## config.mk

```make
export PLATFORM = sky130hd
export DESIGN_NAME = calc_hist
export DESIGN_NICKNAME = d
export VERILOG_FILES = /design/src/rtl/calc_hist.sv
export SDC_FILE = /design/constraint.sdc
export NUM_CORES = 1
export LEC_CHECK = 0
export CAP_MARGIN = 20
export CORE_MARGIN = 5
export CORE_UTILIZATION = 60
export DETAILED_ROUTE_END_ITERATION = 10
export MAX_ROUTING_LAYER = met4
export PLACE_DENSITY_LB_ADDON = 0.25
export SETUP_SLACK_MARGIN = 0.15
export SLEW_MARGIN = 20
export SYNTH_ARGS = -nofsm -noshare
export SYNTH_HDL_FRONTEND = slang
export SYNTH_SLANG_ARGS = --single-unit
```

## constraint.sdc

```tcl
create_clock -name clk -period 9.92 [get_ports clk]
set_input_delay 1.488 -clock clk [delete_from_list [all_inputs] [get_ports clk]]
set_output_delay 1.488 -clock clk [all_outputs]
set_load 0.02 [all_outputs]
```

## src/rtl/calc_hist.sv

```systemverilog
// Accumulator calculator: ALU driven by edge-detected buttons, with an optional
// undo LIFO that is built only when CALC_UNDO_EN is defined.
module calc_hist #(
  parameter int WIDTH = 16,
  parameter int DEPTH = 4,
  localparam int CW = $clog2(DEPTH + 1)
) (
  input  logic             clk,
  input  logic             btnu,
  input  logic             btnd,
  input  logic             btn_undo,
  input  logic             btnl,
  input  logic             btnc,
  input  logic             btnr,
  input  logic [WIDTH-1:0] sw,
  output logic [WIDTH-1:0] led,
  output logic             zero,
  output logic             ovf,
  output logic [CW-1:0]    hist_cnt
);

  logic             btnd_q;
  logic             exe;
  logic [2:0]       op;
  logic [WIDTH-1:0] res;
  logic             res_ovf;

  assign exe  = btnd & ~btnd_q;
  assign op   = {btnl, btnc, btnr};
  assign zero = (led == '0);

  // Shift amounts past WIDTH fall out naturally: << gives 0, >>> gives sign fill.
  always_comb begin
    res     = '0;
    res_ovf = 1'b0;
    unique case (op)
      3'b000: begin
        res     = led + sw;
        res_ovf = (led[WIDTH-1] == sw[WIDTH-1]) && (res[WIDTH-1] != led[WIDTH-1]);
      end
      3'b001: begin
        res     = led - sw;
        res_ovf = (led[WIDTH-1] != sw[WIDTH-1]) && (res[WIDTH-1] != led[WIDTH-1]);
      end
      3'b010: res = led & sw;
      3'b011: res = led | sw;
      3'b100: res = led ^ sw;
      3'b101: res = led << sw[3:0];
      3'b110: res = WIDTH'($signed(led) >>> sw[3:0]);
      3'b111: res = ~(led | sw);
    endcase
  end

`ifdef CALC_UNDO_EN
  logic                        undo_q;
  logic                        pop;
  logic [DEPTH-1:0][WIDTH-1:0] hist;

  // Execute wins over a coincident undo; popping an empty stack is a no-op.
  assign pop = btn_undo & ~undo_q & ~exe & (hist_cnt != '0);

  always_ff @(posedge clk) begin
    if (btnu) begin
      undo_q   <= 1'b1;
      hist_cnt <= '0;
    end else begin
      undo_q <= btn_undo;
      if (exe) begin
        if (hist_cnt != CW'(DEPTH)) hist_cnt <= hist_cnt + 1'b1;
      end else if (pop) begin
        hist_cnt <= hist_cnt - 1'b1;
      end
    end
  end

  // hist[0] is the newest entry; a full push shifts the oldest off the end.
  always_ff @(posedge clk) begin
    if (!btnu && exe) begin
      for (int i = DEPTH - 1; i > 0; i--) hist[i] <= hist[i-1];
      hist[0] <= led;
    end else if (!btnu && pop) begin
      for (int i = 0; i < DEPTH - 1; i++) hist[i] <= hist[i+1];
    end
  end
`else
  logic unused_undo;
  assign unused_undo = btn_undo;
  assign hist_cnt    = '0;
`endif

  always_ff @(posedge clk) begin
    if (btnu) begin
      led    <= '0;
      ovf    <= 1'b0;
      btnd_q <= 1'b1;
    end else begin
      btnd_q <= btnd;
      if (exe) begin
        led <= res;
        ovf <= res_ovf;
      end
`ifdef CALC_UNDO_EN
      else if (pop) begin
        led <= hist[0];
        ovf <= 1'b0;
      end
`endif
    end
  end

endmodule

```

# ---- Word level (Yosys, flattened, before mapping)
# Cells that the tools add are included.
dict set report op_classes {
  eq_ne 11
  n_mux 2
  shift 2
  bitwise_logic 6
  n_reduce_logical 4
  addsub 2
}
# op n
set op_table {}
lappend op_table {{$pmux W16 S8} 1}
lappend op_table {{$add A16 B16 Y16} 1}
lappend op_table {{$and A16 B16 Y16} 1}
lappend op_table {{$logic_not A16 Y1} 1}
lappend op_table {{$not A16 Y16} 1}
lappend op_table {{$or A16 B16 Y16} 1}
lappend op_table {{$shl A16 B4 Y16} 1}
lappend op_table {{$sshr A16 B4 Y16} 1}
lappend op_table {{$sub A16 B16 Y16} 1}
lappend op_table {{$xor A16 B16 Y16} 1}
lappend op_table {{$eq A3 B3 Y1 const B} 4}
lappend op_table {{$eq A3 B2 Y1 const B} 2}
lappend op_table {{$eq A3 B1 Y1 const B} 1}
lappend op_table {{$logic_not A3 Y1} 1}
lappend op_table {{$ne A1 B1 Y1} 3}
lappend op_table {{$logic_and A1 B1 Y1} 2}
lappend op_table {{$pmux W1 S2} 1}
lappend op_table {{$and A1 B1 Y1} 1}
lappend op_table {{$eq A1 B1 Y1} 1}
lappend op_table {{$not A1 Y1} 1}
dict set report totals {
  ff_bits 18
  elab_cells 30
  in_bits 23
  output_inout_bits 21
}

# ---- Logic depth before layout (Yosys ltp)
# Gate-level depths: netlist (run 1).
dict set report logic_depth {
  word_depth 4
  depth_mapped 12
}

# ---- Least setup slack after synthesis (run 1)
# Ideal clock, no wire load.
dict set report synth_path {
  kind {input port to flip-flop}
  startpoint {input port sw[2]}
  endpoint {register led[15]}
  setup_ps 130
  required_time_ps 9790
  slack_ps 5695
  t_arrival_ps 4095
  path_stages 12
  path_cell_list {clkbuf_1 > clkinv_1 > clkbuf_1 > ha_1 > clkbuf_8 > o211ai_1 > o211a_1 > nor4_1 > o221a_2 > xor2_1 > nor3_1 > o32ai_2}
}
dict set report synth_via {
  elab_chain_len 2
  elab_cells_between_ends 5
  classes_between {2 x add/sub; 2 x shift; 1 x mux}
}
# element line_no
set synth_lines {}
lappend synth_lines {{from (decl)} 15} ;# input logic [WIDTH-1:0] sw,
lappend synth_lines {{$sub A16 B16 Y16, or another cell as far along} 42} ;# res = led - sw;
lappend synth_lines {{$pmux W16 S8 (*)} 36} ;# unique case (op)
lappend synth_lines {{to (signal assigned)} 99} ;# led <= res;
lappend synth_lines {{to (decl)} 16} ;# output logic [WIDTH-1:0] led,
# Mark *: on every way between the ends. The rest lies on a longest branch, timed or not.
# A chain may end at the register's enable or synchronous reset.

# ---- Worst setup path after layout (run 1)
dict set report layout_path {
  startpoint {input port sw[2]}
  endpoint {register ovf}
}
dict set report layout_via {
  elab_chain_len 4
  elab_cells_between_ends 7
  classes_between {2 x add/sub; 2 x eq/ne; 1 x mux; 2 x reduce/logical}
}
# element line_no
set layout_lines {}
lappend layout_lines {{$sub A16 B16 Y16 / $add A16 B16 Y16 (equally long branches)} {42, 38}}
lappend layout_lines {{$ne A1 B1 Y1 (on tied branches)} {43, 39}}
lappend layout_lines {{$logic_and A1 B1 Y1 (on tied branches)} {43, 39}}
lappend layout_lines {{$pmux W1 S2 (*)} 36}
lappend layout_lines {{to (signal assigned)} 100} ;# ovf <= res_ovf;
lappend layout_lines {{to (decl)} 18} ;# output logic ovf,
# Marked as above.

==> run metrics, run 1 <==
crit start category input port; Core Rows 32; Slew Limit Fails 0; CTS root buf clkbuf_8; unrepaired setup endpoints after global routing no; grt ovf 0; GP Congestion 1.047; Int Pwr 0.2015 mW; clk sink count 18; Slew headroom 34.72%; area delta synth->final 6.840%; Post-Synth Adder-Cell Area 13.84%; mux contribution to synthesized area 15.43%; Post-Syn Area 4720 sq um; chip width 98.69 um; main area contributors after synthesis ha_1 13%, mux4_2 9.1%, dfxtp_1 7.6%; Tot Pwr 0.3818 mW; syn_area_per_cell 7.317 sq um; post-DR wirelength/cell 22.22 um; Worst-path clk slew 0.08 ns; fillers 712; Syn Inst Count 645; worst-margin pin slew 0.9761 ns; top-count cell post-synth nor2_1; initial DRC count 538; XOR/XNOR share of the synthesized area 2.227%; initial antenna violation count 0; Async SR Flop Fraction 0%; Post-synth EDFFs 0; share of layout cells above drive strength 1 9.274%; die height 98.69 um; arrival time of the worst setup path 5.68 ns; Initial Utilization 61.39%; cell count of the worst hold path 2; Die Area 9740 sq um; ANT nets after route 0; critical path data required time 10.11 ns; final setup violation count 0; Flop pwr share 24.2%; sequential fraction of the synthesis area 7.635%; clock buffer depth 2; Seq cells post-synth 18; Clk Latency, worst-skew pair 0.27 ns; Hold Crit Class reg2reg; PD cells 75.71 nW/um^2; CP Capture Type register; post-layout min period 5.489 ns; Yosys cell types 77; setup bufs post-CTS 0; IO buf count 39; final hold vios 0; maximum clock rate 182.2 MHz; design area 5042 sq um; FF-to-FF setup slack 6.57 ns; nets@finish 722; core area 7687 sq um; # hold bufs at CTS 0; switching share of power 47.22%; Pleak 1.977 nW; top cells by count, synth 70 x nor2_1, 56 x o21ai_0, 52 x a21oi_1; switching pwr 0.1803 mW; antenna diode count 0; Compound-Gate Fraction of Synth Area 31.07%; Synth Flop Type dfxtp_1; # IOs 44; largest family of logic cells by synthesized area compound AO/OA/AOI/OAI gates; CTS tree done; Clock Power Share 18.0%; max-cap violations 0; number of remaining DRC errors 0; CP Max Fanout 37; Comb power frac 57.9%; TritonCTS Buffers 3; Multi-input gate area 3864 sq um; maximum vdd ir drop 45.93 uV; outcome finished, final reports clean; Reg2Reg Depth 9; cts repair resizes 0; Ys Warns 0; DR pass1 iterations 6; Post-Synth Simple-Gate Area 19.06%; first-pass GRT wire length 26810 um; Final Cycle Share 55.34%; hpwl dp 12240 um; Sequential cell area 360.3 sq um; placed inst area 4987 sq um; number of global-route vias before repair 4920; CTS H-Tree Depth 1; top cell type's share of synthesized area 12.99%; clk_skew 0.008591 ns; Synth area leader ha_1; largest net degree at the start of global routing 60; CP Class in2reg; Routed WL 16640 um; Vias per Instance 7.073; gr usage total 34.79%; DR vias 5298; setup TNS 0 ns
## through the flow
| step | worst slack, ns | hold WS [ns] | std cells | utilization, % |
|---|---|---|---|---|
| final | 4.431 | 0.5508 | 749 | 65.59 |
| after global routing | 4.077 | 0.6163 | 749 | 65.59 |
| after CTS | 4.452 | 0.5460 | 749 | 65.59 |
| after detailed placement | 4.197 | 0.5220 | 745 | 64.88 |
| after global placement | 4.286 | 0.4880 | 745 | 64.88 |
| after floorplan | 5.695 | 0.5631 | 647 | - |
## metal layers
layer	track usage [%]	share of wire [%]	vias to the layer above
li1	-	-	2399
met4	12.92	4.3	0
met1	46.06	39	2462
met2	52.16	45	378
met3	7.431	12	59
met5	-	0	-
## final cells by class
| type | count | area share [%] |
|---|---|---|
| sequential | 18 | 7.146 |
| inverter | 52 | 3.871 |
| multi-input combinational | 526 | 76.63 |
| clock buffer | 4 | 1.092 |
| tap | 102 | 2.531 |
| timing repair buffer | 47 | 8.734 |
## power by group through the flow
| stage | combinational [mW] | clock [mW] | sequential (mW) |
|---|---|---|---|
| 2_1_floorplan | 0.161 | 0 | 0.0903 |
| 3_3_place_gp | 0.210 | 0 | 0.0926 |
| 3_5_place_dp | 0.214 | 0 | 0.0930 |
| 4_1_cts | 0.216 | 0.0667 | 0.0913 |
| 5_1_grt | 0.240 | 0.0706 | 0.0930 |
| 6_report | 0.221 | 0.0686 | 0.0922 |
## sequential cells by signal (all words and copies together), names as in the netlist
register	cells
led	16
btnd_q	1
ovf	1
## worst max-delay path: stages
cell	delay (ns)
clkdlybuf4s50_1	0.47
buf_4	0.35
clkinv_1	0.64
ha_1	0.72
o211ai_1	0.17
o211a_1	0.29
nor4_1	0.66
o221a_2	0.40
nor3b_1	0.19
a311oi_1	0.08
o21ai_0	0.20
## layout by cell type (no fill, tap or decap), types with 15 or more instances in the layout
cell type,Yosys,layout
dfxtp_1,18,18
o21ai_0,56,56
inv_1,48,48
a221oi_1,15,15
nor2_1,70,70
nand2_1,42,42
mux4_2,19,19
nor3_1,18,18
mux2i_1,21,21
clkdlybuf4s50_1,0,37
a21oi_1,52,52
ha_1,49,49
## final timing paths
path / from / endpoint
hold reg to reg: ovf / ovf
hold / removal: ovf / ovf
setup reg to reg: led[1] / led[13]
setup / recovery: sw[2] / ovf
## cells by family after synthesis
group | count (synthesis)
compound gates | 221
simple gates | 191
buf+inv | 103
fa+ha+maj | 51
mux | 48
flops | 18
xor+xnor | 12
other cells | 1
(Power assumes the default switching activity.)
==> run 2, diff against run 1 <==
==> constraint.sdc (replaced) <==
create_clock -name clk -period 5.2 [get_ports clk]
set_input_delay 0.78 -clock clk [delete_from_list [all_inputs] [get_ports clk]]
set_output_delay 0.78 -clock clk [all_outputs]
set_load 0.02 [all_outputs]
==> run 2 against run 1 <==
  * Utilization increased by 0.39 points
  * Clock power up 90%
  * Non-clock buffer count grew 4
  * Register-to-register slack worse by 4.7 ns
  * Final cell count increased by 0.53%
  * Critical path depth stayed put
  * Sequential cell count is the same
  * First-iteration DRC count increased by 36%
  * Die area stayed put
  * Global-route usage fell by 0.86 points
==> run metrics, run 2 (synthesized netlist as in run 1, its figures left out) <==
outcome finished, final reports clean; DR vias 5279 (-0.36%); cell count of the worst hold path 2 (unchanged); switching pwr 0.3418 mW (+90%); largest net degree at the start of global routing 37 (-38%); setup TNS 0 ns (unchanged); FF-to-FF setup slack 1.86 ns (-4.71 ns); # IOs 44 (unchanged); reg2reg start led[1]; CTS tree done; number of global-route vias before repair 4742 (-3.6%); max reg flops 16 (unchanged); cts repair resizes 0 (unchanged); CP Max Fanout 18 (-51%); DR pass1 iterations 6 (unchanged); setup bufs post-CTS 0 (unchanged); Sequential cell area 360.3 sq um (unchanged); Routed WL 16490 um (-0.94%); Vias per Instance 7.011 (-0.89%); Initial Utilization 61.39% (unchanged); Core Rows 32 (unchanged); initial antenna violation count 0 (unchanged); number of remaining DRC errors 0 (unchanged); Die Area 9740 sq um (unchanged); GP Congestion 1.063 (+1.5%); Multi-input gate area 3864 sq um (unchanged); CTS H-Tree Depth 1 (unchanged); switching share of power 46.97% (-0.26 points); leading cell types in the layout, fill and taps excluded 70 x nor2_1, 56 x o21ai_0, 52 x a21oi_1, 49 x ha_1, 48 x inv_1; register with the most flip-flops led; gr usage total 33.93% (-0.86 points); first-pass GRT wire length 26120 um (-2.6%); Reg2Reg Depth 9 (unchanged); ANT nets after route 0 (unchanged); critical path data required time 5.40 ns (-4.71 ns); worst-margin pin slew 0.9844 ns (+0.008306 ns); top flop regs led x16, btnd_q x1, ovf x1; nets@finish 726 (+0.55%); hpwl dp 12280 um (+0.34%); clock buffer depth 2 (unchanged); Slew headroom 34.17% (-0.56 points); # hold bufs at CTS 0 (unchanged); Comb power frac 58.1% (+0.2 points); Final Cycle Share 72.84%; final hold vios 0 (unchanged); core area 7687 sq um (unchanged); chip width 98.69 um (unchanged); reg2reg end led[13]; clk_skew 0.002554 ns (-0.006038 ns); post-DR wirelength/cell 21.90 um (-1.5%); Flop pwr share 24.1% (about the same); Clk Latency, worst-skew pair 0.27 ns (about the same); Int Pwr 0.3859 mW (+92%); Hold Startpoint ovf; Worst-path clk slew 0.08 ns (about the same); Final Core Density 65.98% (+0.39 points); CP Capture Type register; Hold Crit Class reg2reg; post-layout min period 3.788 ns; Pleak 1.997 nW (+1.0%); final setup violation count 0 (unchanged); grt ovf 0 (unchanged); CTS root buf clkbuf_8; arrival time of the worst setup path 3.99 ns (-1.69 ns); antenna diode count 0 (unchanged); PD cells 143.5 nW/um^2 (+89%); clk sink count 18 (unchanged); die height 98.69 um (unchanged); share of layout cells above drive strength 1 9.831% (+0.56 points); Clock Power Share 17.8% (-0.2 points); TritonCTS Buffers 3 (unchanged); fillers 720 (+1.1%); max-cap violations 0 (unchanged); hold endpoint ovf; Slew Limit Fails 0 (unchanged); maximum vdd ir drop 97.13 uV (+110%); maximum clock rate 264.0 MHz; IO buf count 39 (unchanged); initial DRC count 732 (+36%); commonest non-fill, non-tap cell in the layout nor2_1; CP Class in2reg; area delta synth->final 7.476%; unrepaired setup endpoints after global routing no; crit start category input port
## run 2: changes by cell type in the layout (fill, tap and decap cells not counted)
cell / before / now
buf_4: 8 / 12
## run 2: power by group through the flow
stage | combinational [mW] | sequential [mW] | clock [mW]
final | 0.423 | 0.175 | 0.130
after global placement | 0.403 | 0.176 | 0
after floorplan | 0.306 | 0.172 | 0
after global routing | 0.458 | 0.177 | 0.133
after detailed placement | 0.411 | 0.177 | 0
after CTS | 0.413 | 0.174 | 0.127
## run 2: worst max-delay path by stage
stage | startpoint | endpoint | depth (start not counted)
2_1_floorplan | sw[2] | led[15] | 12
3_3_place_gp | sw[2] | led[15] | 11
3_5_place_dp | sw[2] | led[15] | 11
4_1_cts | sw[2] | led[15] | 11
5_1_grt | sw[2] | led[15] | 11
6_report | sw[2] | ovf | 11
## run 2: metrics by stage
step / power [mW] / hold slack (ns) / setup slack (ns) / area, sq um / std cells
finish: 0.7277 / 0.5343 / 1.412 / 5072 / 753
global route: 0.7684 / 0.5651 / 1.072 / 5072 / 753
CTS: 0.7142 / 0.5217 / 1.422 / 5072 / 753
detailed placement: 0.5885 / 0.4972 / 1.134 / 5017 / 749
global placement: 0.5797 / 0.4877 / 1.164 / 5017 / 749
floorplan: 0.4787 / 0.5631 / 1.683 / 4727 / 647
## run 2: critical path, cell delays in order
cell             delay [ns]
clkdlybuf4s50_1        0.48
clkinv_1               0.06
buf_4                  0.21
ha_1                   0.48
o211ai_1               0.17
o211a_1                0.28
nor4_1                 0.65
o221a_2                0.41
nor3b_1                0.19
a311oi_1               0.07
o21ai_0                0.20
## run 2: layer usage
metal	vias up	share of wire (%)	global-route usage, %
met3	58	11	5.166
met2	392	46	52.47
li1	2412	-	-
met4	0	3.3	9.139
met5	-	0	-
met1	2417	39	46.32
## run 2: area by class of cell
class | count | share of cell area [%]
Clock buffer | 4 | 1.085
Inverter | 52 | 3.848
Multi-Input combinational cell | 526 | 76.17
Sequential cell | 18 | 7.104
Tap cell | 102 | 2.516
Timing Repair Buffer | 51 | 9.275
==> run 3, diff against run 2 <==
--- a/config.mk
+++ b/config.mk
@@ -7,7 +7,7 @@
 export LEC_CHECK = 0
 export CAP_MARGIN = 20
 export CORE_MARGIN = 5
-export CORE_UTILIZATION = 60
+export CORE_UTILIZATION = 54
 export DETAILED_ROUTE_END_ITERATION = 10
 export MAX_ROUTING_LAYER = met4
 export PLACE_DENSITY_LB_ADDON = 0.25
==> constraint.sdc (replaced) <==
create_clock -name clk -period 3.4 [get_ports clk]
set_input_delay 0.51 -clock clk [delete_from_list [all_inputs] [get_ports clk]]
set_output_delay 0.51 -clock clk [all_outputs]
set_load 0.02 [all_outputs]
==> run 3 against run 2 <==
  * Global-route usage rose by 0.39 points
  * Combinational power up 68%
  * Utilization is 3.7 points lower
  * Clock power rose by 30%
  * First-iteration DRC count down 39%
  * Non-clock buffer count grew 38
  * Register-to-register slack worse by 1.5 ns
  * Clock skew increased by 0.0037 ns
  * Sequential cell count unchanged
  * Hold slack worse by 0.012 ns
  * Largest cell class unchanged
  * Largest power group unchanged
  * Highest routed layer unchanged
==> run metrics, run 3 (synthesized netlist as in run 1, its figures left out) <==
clk_skew 0.006281 ns (+0.003728 ns); # IOs 44 (unchanged); max reg flops 16 (unchanged); post-DR wirelength/cell 22.21 um (+1.4%); ANT nets after route 0 (unchanged); Initial Utilization 54.65% (-6.7 points); Pleak 2.185 nW (+9.4%); PD cells 211.2 nW/um^2 (+47%); # hold bufs at CTS 0 (unchanged); maximum vdd ir drop 127.4 uV (+31%); hold_ws 0.5221 ns (-0.01225 ns); CP Class in2reg; maximum clock rate 319.9 MHz; Worst-path clk slew 0.09 ns (about the same); core area 8636 sq um (+12%); CP Capture Type register; critical path data required time 3.52 ns (-1.88 ns); TritonCTS Buffers 3 (unchanged); max incr delay on CP 0.49 ns (-0.16 ns); share of layout cells above drive strength 1 15.12% (+5.3 points); setup bufs post-CTS 0 (unchanged); post-layout min period 3.126 ns; gr usage total 34.32% (+0.39 points); area delta synth->final 13.97%; number of global-route vias before repair 5201 (+9.7%); CTS root buf clkbuf_8; outcome finished, final reports clean; antenna diode count 0 (unchanged); final hold vios 0 (unchanged); chip width 103.5 um (+4.9%); grt ovf 0 (unchanged); initial antenna violation count 0 (unchanged); die height 103.5 um (+4.9%); Non-Filler Instances 796 (+5.7%); Final Core Density 62.29% (-3.7 points); number of remaining DRC errors 0 (unchanged); nets@finish 764 (+5.2%); largest net degree at the start of global routing 38 (+2.7%); Final Cycle Share 91.94%; initial DRC count 447 (-39%); placed insts 793 (+5.9%); Hold Crit Class reg2reg; IO buf count 39 (unchanged); post-route setup slack 0.2740 ns (-1.138 ns); commonest non-fill, non-tap cell in the layout nor2_1; clock buffer depth 2 (unchanged); leading cell types in the layout, fill and taps excluded 70 x nor2_1, 56 x o21ai_0, 51 x a21oi_1, 49 x ha_1, 49 x buf_4; unrepaired setup endpoints after global routing yes; Vias per Instance 6.840 (-2.4%); CP Max Fanout 5 (-13); top flop regs led x16, btnd_q x1, ovf x1; placed inst area 5323 sq um (+6.1%); Slew Limit Fails 0 (unchanged); DR vias 5445 (+3.1%); arrival time of the worst setup path 3.25 ns (-0.74 ns); Slew headroom 34.83% (+0.67 points); max-cap violations 0 (unchanged); crit start category input port; first-pass GRT wire length 27720 um (+6.2%); Core Rows 34 (+6.3%); final setup violation count 0 (unchanged); Die Area 10710 sq um (+10%); CTS H-Tree Depth 1 (unchanged); pre-CTS setup slack -0.02645 ns (-1.161 ns); hpwl dp 13520 um (+10%); slowest CP cell clkdlybuf4s50_1; worst path cell trace clkdlybuf4s50_1 -> clkinv_1 -> ha_1 -> buf_4 -> nor2b_1 -> o211ai_1 -> a21boi_0 -> o21ai_0 -> a221oi_1 -> o311ai_0; GP Congestion 0.9587 (-9.8%); DR pass1 iterations 7 (+1); CTS tree done; design area 5379 sq um (+6.0%); clk sink count 18 (unchanged); register with the most flip-flops led; Routed WL 17680 um (+7.2%); worst-margin pin slew 0.9744 ns (-0.009962 ns); Clk Latency, worst-skew pair 0.27 ns (about the same)
run 3: area by class of cell:
class	count	area (sq um)
Multi-Input combinational cell	526	3879
Fill cell	855	3257
Timing Repair Buffer	89	768.2
Sequential cell	18	360.3
Inverter	52	195.2
Tap cell	108	135.1
Clock buffer	3	41.29
run 3: per-layer routing:
layer	up-vias	global-route usage (%)	share of wire, %
met5	-	-	0
met4	0	14.64	5.7
met3	81	6.304	9.5
met2	330	52.06	44
met1	2549	44.69	40
li1	2485	-	-
run 3: repair_timing:
action                                  CTS  global route
endpoints found under the setup margin    0             5
gates resized for setup                   0             3
endpoints found under the hold margin     0             0
run 3: per-stage QoR:
step	total power [mW]	setup TNS [ns]
final	1.136	0
after floorplan	0.7321	0
after global routing	1.200	0
after detailed placement	0.9502	-0.03971
after CTS	1.118	0
after global placement	0.9391	0
run 3: critical path: cells and delay by family:
family                     cells  cell delay [ns]
AOI/OAI and AO/OA              5             1.25
adders and majority gates      1             0.42
buffers and inverters          3             0.82
and+or+nand+nor                1             0.25
run 3: worst paths after layout:
kind,from,endpoint,slack [ns],cells after the start
setup / recovery,sw[2],led[8],0.27,10
hold / removal,ovf,ovf,0.52,2
hold reg to reg,ovf,ovf,0.52,2
setup reg to reg,led[1],led[13],0.38,10
run 3: power by group:
part / leakage [nW] / switching [mW] / internal (mW)
Clock: 0.0216 / 0.0899 / 0.0793
Sequential: 0.147 / 0.0330 / 0.223
Combinational: 2.02 / 0.413 / 0.298
==> RTL edit 1 (settings of run 3) <==
Build with the macro `CALC_UNDO_EN` defined.
--- a/src/rtl/calc_hist.sv
+++ b/src/rtl/calc_hist.sv
@@ -1,5 +1,7 @@
 // Accumulator calculator: ALU driven by edge-detected buttons, with an optional
 // undo LIFO that is built only when CALC_UNDO_EN is defined.
+`define CALC_UNDO_EN
+
 module calc_hist #(
   parameter int WIDTH = 16,
   parameter int DEPTH = 4,
Behaviour: not the same (a bounded check fails within 4 cycles, from zero or initial values).
==> RTL edit 1 against run 3 <==
Sequential cell count up 68. Wire length up 29%. Design area up 62%. Critical path type unchanged. Synthesized cell count up 22%. Area after synthesis up 54%. Critical endpoint is now led[14]$_SDFFE_PP0P_. Total power rose to 2.7 times the old value. Setup slack better by 0.068 ns.
==> RTL edit 1: results (changes against run 3) <==
----------------------------------------------------
[Setup path]
  Critical Path AT ... 3.32 ns (+0.07 ns)
  Slowest Stage Delay on Critical Path ... 0.58 ns (+0.09 ns)
  R2r startpoint ... led[6]$_SDFFE_PP0P_
  Critical path capture point ... led[14]$_SDFFE_PP0P_
  Worst setup slack for register-to-register paths ... 0.36 ns (-0.02 ns)

[Pwr]
  Worst ir drop on vdd ... 0.408 mV (+220%)
  Sequential group share of total power ... 38.8% (+16 points)
  Static leakage power ... 3.29 nW (+51%)

[Routing]
  Total length of routed met3 wires ... 1.66 mm (-1.5%)
  Per-cell via count in the routed design ... 6.39 (-6.5%)
  Routed wire length ... 22.9 mm (+29%)
  Met1 routed wirelength after detailed routing ... 9.51 mm (+33%)
  Total via count in the routed design ... 6681 (+23%)
  DRC marker count from the first detailed-route iteration ... 744 (+66%)

[CTS]
  Inserted Clock Buffers ... 9 (+6)
  H-tree Lvls ... 3 (+2)
  Library cell used as clock root buffer ... sky130_fd_sc_hd__clkbuf_16
  Reg clk slew, reported paths ... 0.07 ns (-0.02 ns)

[Synthesis]
  Adder and majority gate portion of the synthesized area ... 9.07% (-4.8 points)
  Post-synth top flop ... sky130_fd_sc_hd__edfxtp_1
  Count of flip-flops with a built-in enable after synthesis ... 64 (+64)
  Post-synthesis mux area share ... 15.1% (-0.35 points)
  Top post-synthesis cells by area ... sky130_fd_sc_hd__edfxtp_1 26%, sky130_fd_sc_hd__mux2_2 8.3%, sky130_fd_sc_hd__ha_1 8.2%, sky130_fd_sc_hd__dfxtp_1 6.0%, sky130_fd_sc_hd__mux2i_1 5.5%
  Parity-gate share of the synthesized area counting xor and xnor cells ... 3.25% (+1.0 points)
  Count of mapped cells out of synthesis ... 789 (+22%)

[Worst hold path]
  HP Start ... hist[44]$_DFFE_PP_
  Endpoint of the worst hold-timing path ... hist[60]$_DFFE_PP_
  Hold Crit Depth ... 0 (-2)

[Global routing]
  Vias in the first global route ... 6479 (+25%)
  Pin count of the biggest net entering global routing ... 66 (+74%)
  Global Route met1 Usage ... 37.6% (-7.1 points)

[Place]
  DPL Wire Length ... 17.1 mm (+26%)
  Placer's final routability congestion estimate ... 1.03 (+7.5%)
  Buffers on Ports ... 43 (+10%)

[Layout]
  Share of cells above drive strength 1 ... 20.1% (+5.0 points)
  Largest registers ... hist (64), led (16), hist_cnt (3)
  Number of nets in the final layout ... 939 (+23%)

[Run status]
  Result of the run ... completed

[STA]
  Rel. slew slack ... 55.1% (+20 points)
  Clock Skews ... 0.0108 ns (+0.00447 ns)

----------------------------------------------------
## RTL edit 1: cells by family after synthesis
group,count (synthesis)
xor gates and xnor gates,27
buffers and inverters,104
DFF,86
adders and majority gates,51
muxes,98
and+or+nand+nor,183
AOI/OAI and AO/OA,240
## RTL edit 1: metrics by stage
step	setup WS (ns)	TNS, ns	hold WS (ns)	util, %	area, µm²
floorplan	0.391	0	0.422	-	7290
global placement	-0.121	-0.387	0.432	63.0	8340
detailed placement	-0.140	-0.700	0.445	63.0	8340
CTS	0.201	0	0.458	65.2	8630
global route	0.159	0	0.468	65.7	8700
finish	0.342	0	0.460	65.7	8700
## RTL edit 1: cell type report
| cell class | count | area [µm²] |
|---|---|---|
| clock buffer | 9 | 225 |
| clock inverter | 6 | 70.1 |
| fill | 1090 | 4550 |
| inverter | 51 | 191 |
| multi-input combinational | 599 | 4580 |
| sequential | 86 | 2360 |
| tap | 176 | 220 |
| timing repair buffer | 118 | 1050 |
==> RTL edit 2 (flow settings as in run 3) <==
Without the edit above. Register the output `zero`; this adds one clock of latency there. The other outputs are not delayed to match.
--- a/src/rtl/calc_hist.sv
+++ b/src/rtl/calc_hist.sv
@@ -27,7 +27,9 @@
 
   assign exe  = btnd & ~btnd_q;
   assign op   = {btnl, btnc, btnr};
-  assign zero = (led == '0);
+  always_ff @(posedge clk) begin
+    zero <= (led == '0);
+  end
 
   // Shift amounts past WIDTH fall out naturally: << gives 0, >>> gives sign fill.
   always_comb begin
Function: changed (a bounded check fails within 4 cycles, from zero or initial values).
==> RTL edit 2 against run 3 <==
Hold slack worse by 0.0020 ns. Critical path depth increased by 1. Sequential share of layout area is 0.27 points higher. Area after synthesis rose by 0.42%. First-iteration DRC count up 4.0%. Sequential cell count rose by 1. Total power grew 3.3%. Maximum frequency grew 1.3%. Non-clock buffer count is 5 higher. Setup slack gained 0.041 ns. Count of clock-buffer cells in the layout unchanged. Wire length increased by 1.9%. Design area increased by 1.4%. Cell count grew 0.88%. Highest routed layer unchanged.
==> RTL edit 2: results (changes against run 3) <==
----------------------------------------------------
[Global routing]
  Met2 capacity usage during global routing ... 50.9% (-1.2 points)
  Vias in the first global route ... 5216 (+0.29%)
  GR Util All Layers ... 32.8% (-1.6 points)
  First-pass GRT wire length ... 28.1 mm (+1.5%)
  Met3 track demand over resource in global routing ... 5.97% (-0.33 points)

[Layout]
  Share of cells above drive strength 1 ... 16.3% (+1.1 points)
  Non-filler instance count after layout ... 803 (+0.88%)
  Number of nets in the final layout ... 770 (+0.79%)

[Routing]
  Total length of routed met3 wires ... 1.62 mm (-3.7%)
  Met1 routed wirelength after detailed routing ... 7.39 mm (+3.4%)
  Number of search-and-repair iterations in the first detailed-routing pass ... 5 (-2)
  DRC marker count from the first detailed-route iteration ... 465 (+4.0%)
  Met2 layer wire length in the routed design ... 8.16 mm (+4.1%)
  Total via count in the routed design ... 5512 (+1.2%)
  WL per Instance ... 22.4 µm (+1.0%)

[Synthesis]
  Parity-gate share of the synthesized area counting xor and xnor cells ... 2.22% (-0.0094 points)
  Compound-cell area share of the yosys netlist ... 30.9% (-0.13 points)
  Sequential area share after synthesis ... 8.03% (+0.39 points)
  Count of mapped cells out of synthesis ... 646 (+0.16%)
  Adder and majority gate portion of the synthesized area ... 13.8% (-0.058 points)
  Post-synthesis mux area share ... 15.4% (-0.065 points)

[Setup path]
  Number of cells on the worst reg-to-reg path ... 9 (-1)
  Top fanout value on the critical path ... 4 (-1)
  Reg-to-Reg End ... led[15]$_SDFFE_PP0P_
  R2r startpoint ... led[5]$_SDFFE_PP0P_

[Pwr]
  Clk pwr share ... 15.4% (+0.5 points)
  Worst ir drop on vdd ... 0.159 mV (+25%)
  Sequential group power ... 261 µW (+2%)
  Static leakage power ... 2.23 nW (+2.1%)
  Post-layout power ... 1.17 mW (+3.3%)
  Share of total power consumed by net switching ... 46.9% (-0.22 points)

[Place]
  Placer's final routability congestion estimate ... 0.990 (+3.2%)
  DPL Wire Length ... 13.9 mm (+2.6%)
  Post-detailed-placement cell area ... 5380 µm² (+1.1%)
  Setup WS pre-CTS ... -0.0960 ns (-0.0695 ns)

[STA]
  Final worst hold slack ... 0.520 ns (-0.00204 ns)
  Clock Skews ... 0.00812 ns (+0.00183 ns)
  Rel. slew slack ... 35.4% (+0.57 points)

[Run status]
  Result of the run ... completed

----------------------------------------------------
[RTL edit 2: cell count changes after synthesis, sizes merged]
cell	run 3	this run
dfxtp	18	19
[RTL edit 2: final cells by class]
| type | count | area, µm² | area share [%] |
|---|---|---|---|
| Inverter | 52 | 195 | 3.58 |
| Sequential cell | 19 | 380 | 6.97 |
| Clock buffer | 3 | 41.3 | 0.757 |
| Multi-Input combinational cell | 526 | 3890 | 71.4 |
| Clock inverter | 1 | 5.00 | 0.0917 |
| Tap cell | 108 | 135 | 2.48 |
| Timing Repair Buffer | 94 | 806 | 14.8 |
[RTL edit 2: kinds of logic after synthesis]
kind of cell / after synthesis
XOR/XNOR: 12
multiplexers: 48
other: 1
AND/OR/NAND/NOR: 191
flip-flops: 19
AO/OA/AOI/OAI: 221
adder cells (fa/ha/maj): 51
buffers and inverters: 103
[RTL edit 2: worst max-delay path by stage]
| stage | from | to | slack, ns | cells after the start |
|---|---|---|---|---|
| 2_1_floorplan | sw[2] | led[15]$_SDFFE_PP0P_ | 0.15 | 12 |
| 3_3_place_gp | sw[2] | led[14]$_SDFFE_PP0P_ | -0.04 | 11 |
| 3_5_place_dp | sw[2] | led[14]$_SDFFE_PP0P_ | -0.1 | 11 |
| 4_1_cts | sw[2] | led[14]$_SDFFE_PP0P_ | 0.17 | 11 |
| 5_1_grt | sw[2] | ovf$_SDFFE_PP0P_ | 0.17 | 11 |
| 6_report | sw[1] | led[13]$_SDFFE_PP0P_ | 0.32 | 11 |
[RTL edit 2: repair_timing]
| item | CTS | global route |
|---|---|---|
| gates resized for setup | 0 | 6 |
| setup endpoints to repair | 0 | 6 |
| endpoints found under the hold margin | 0 | 0 |
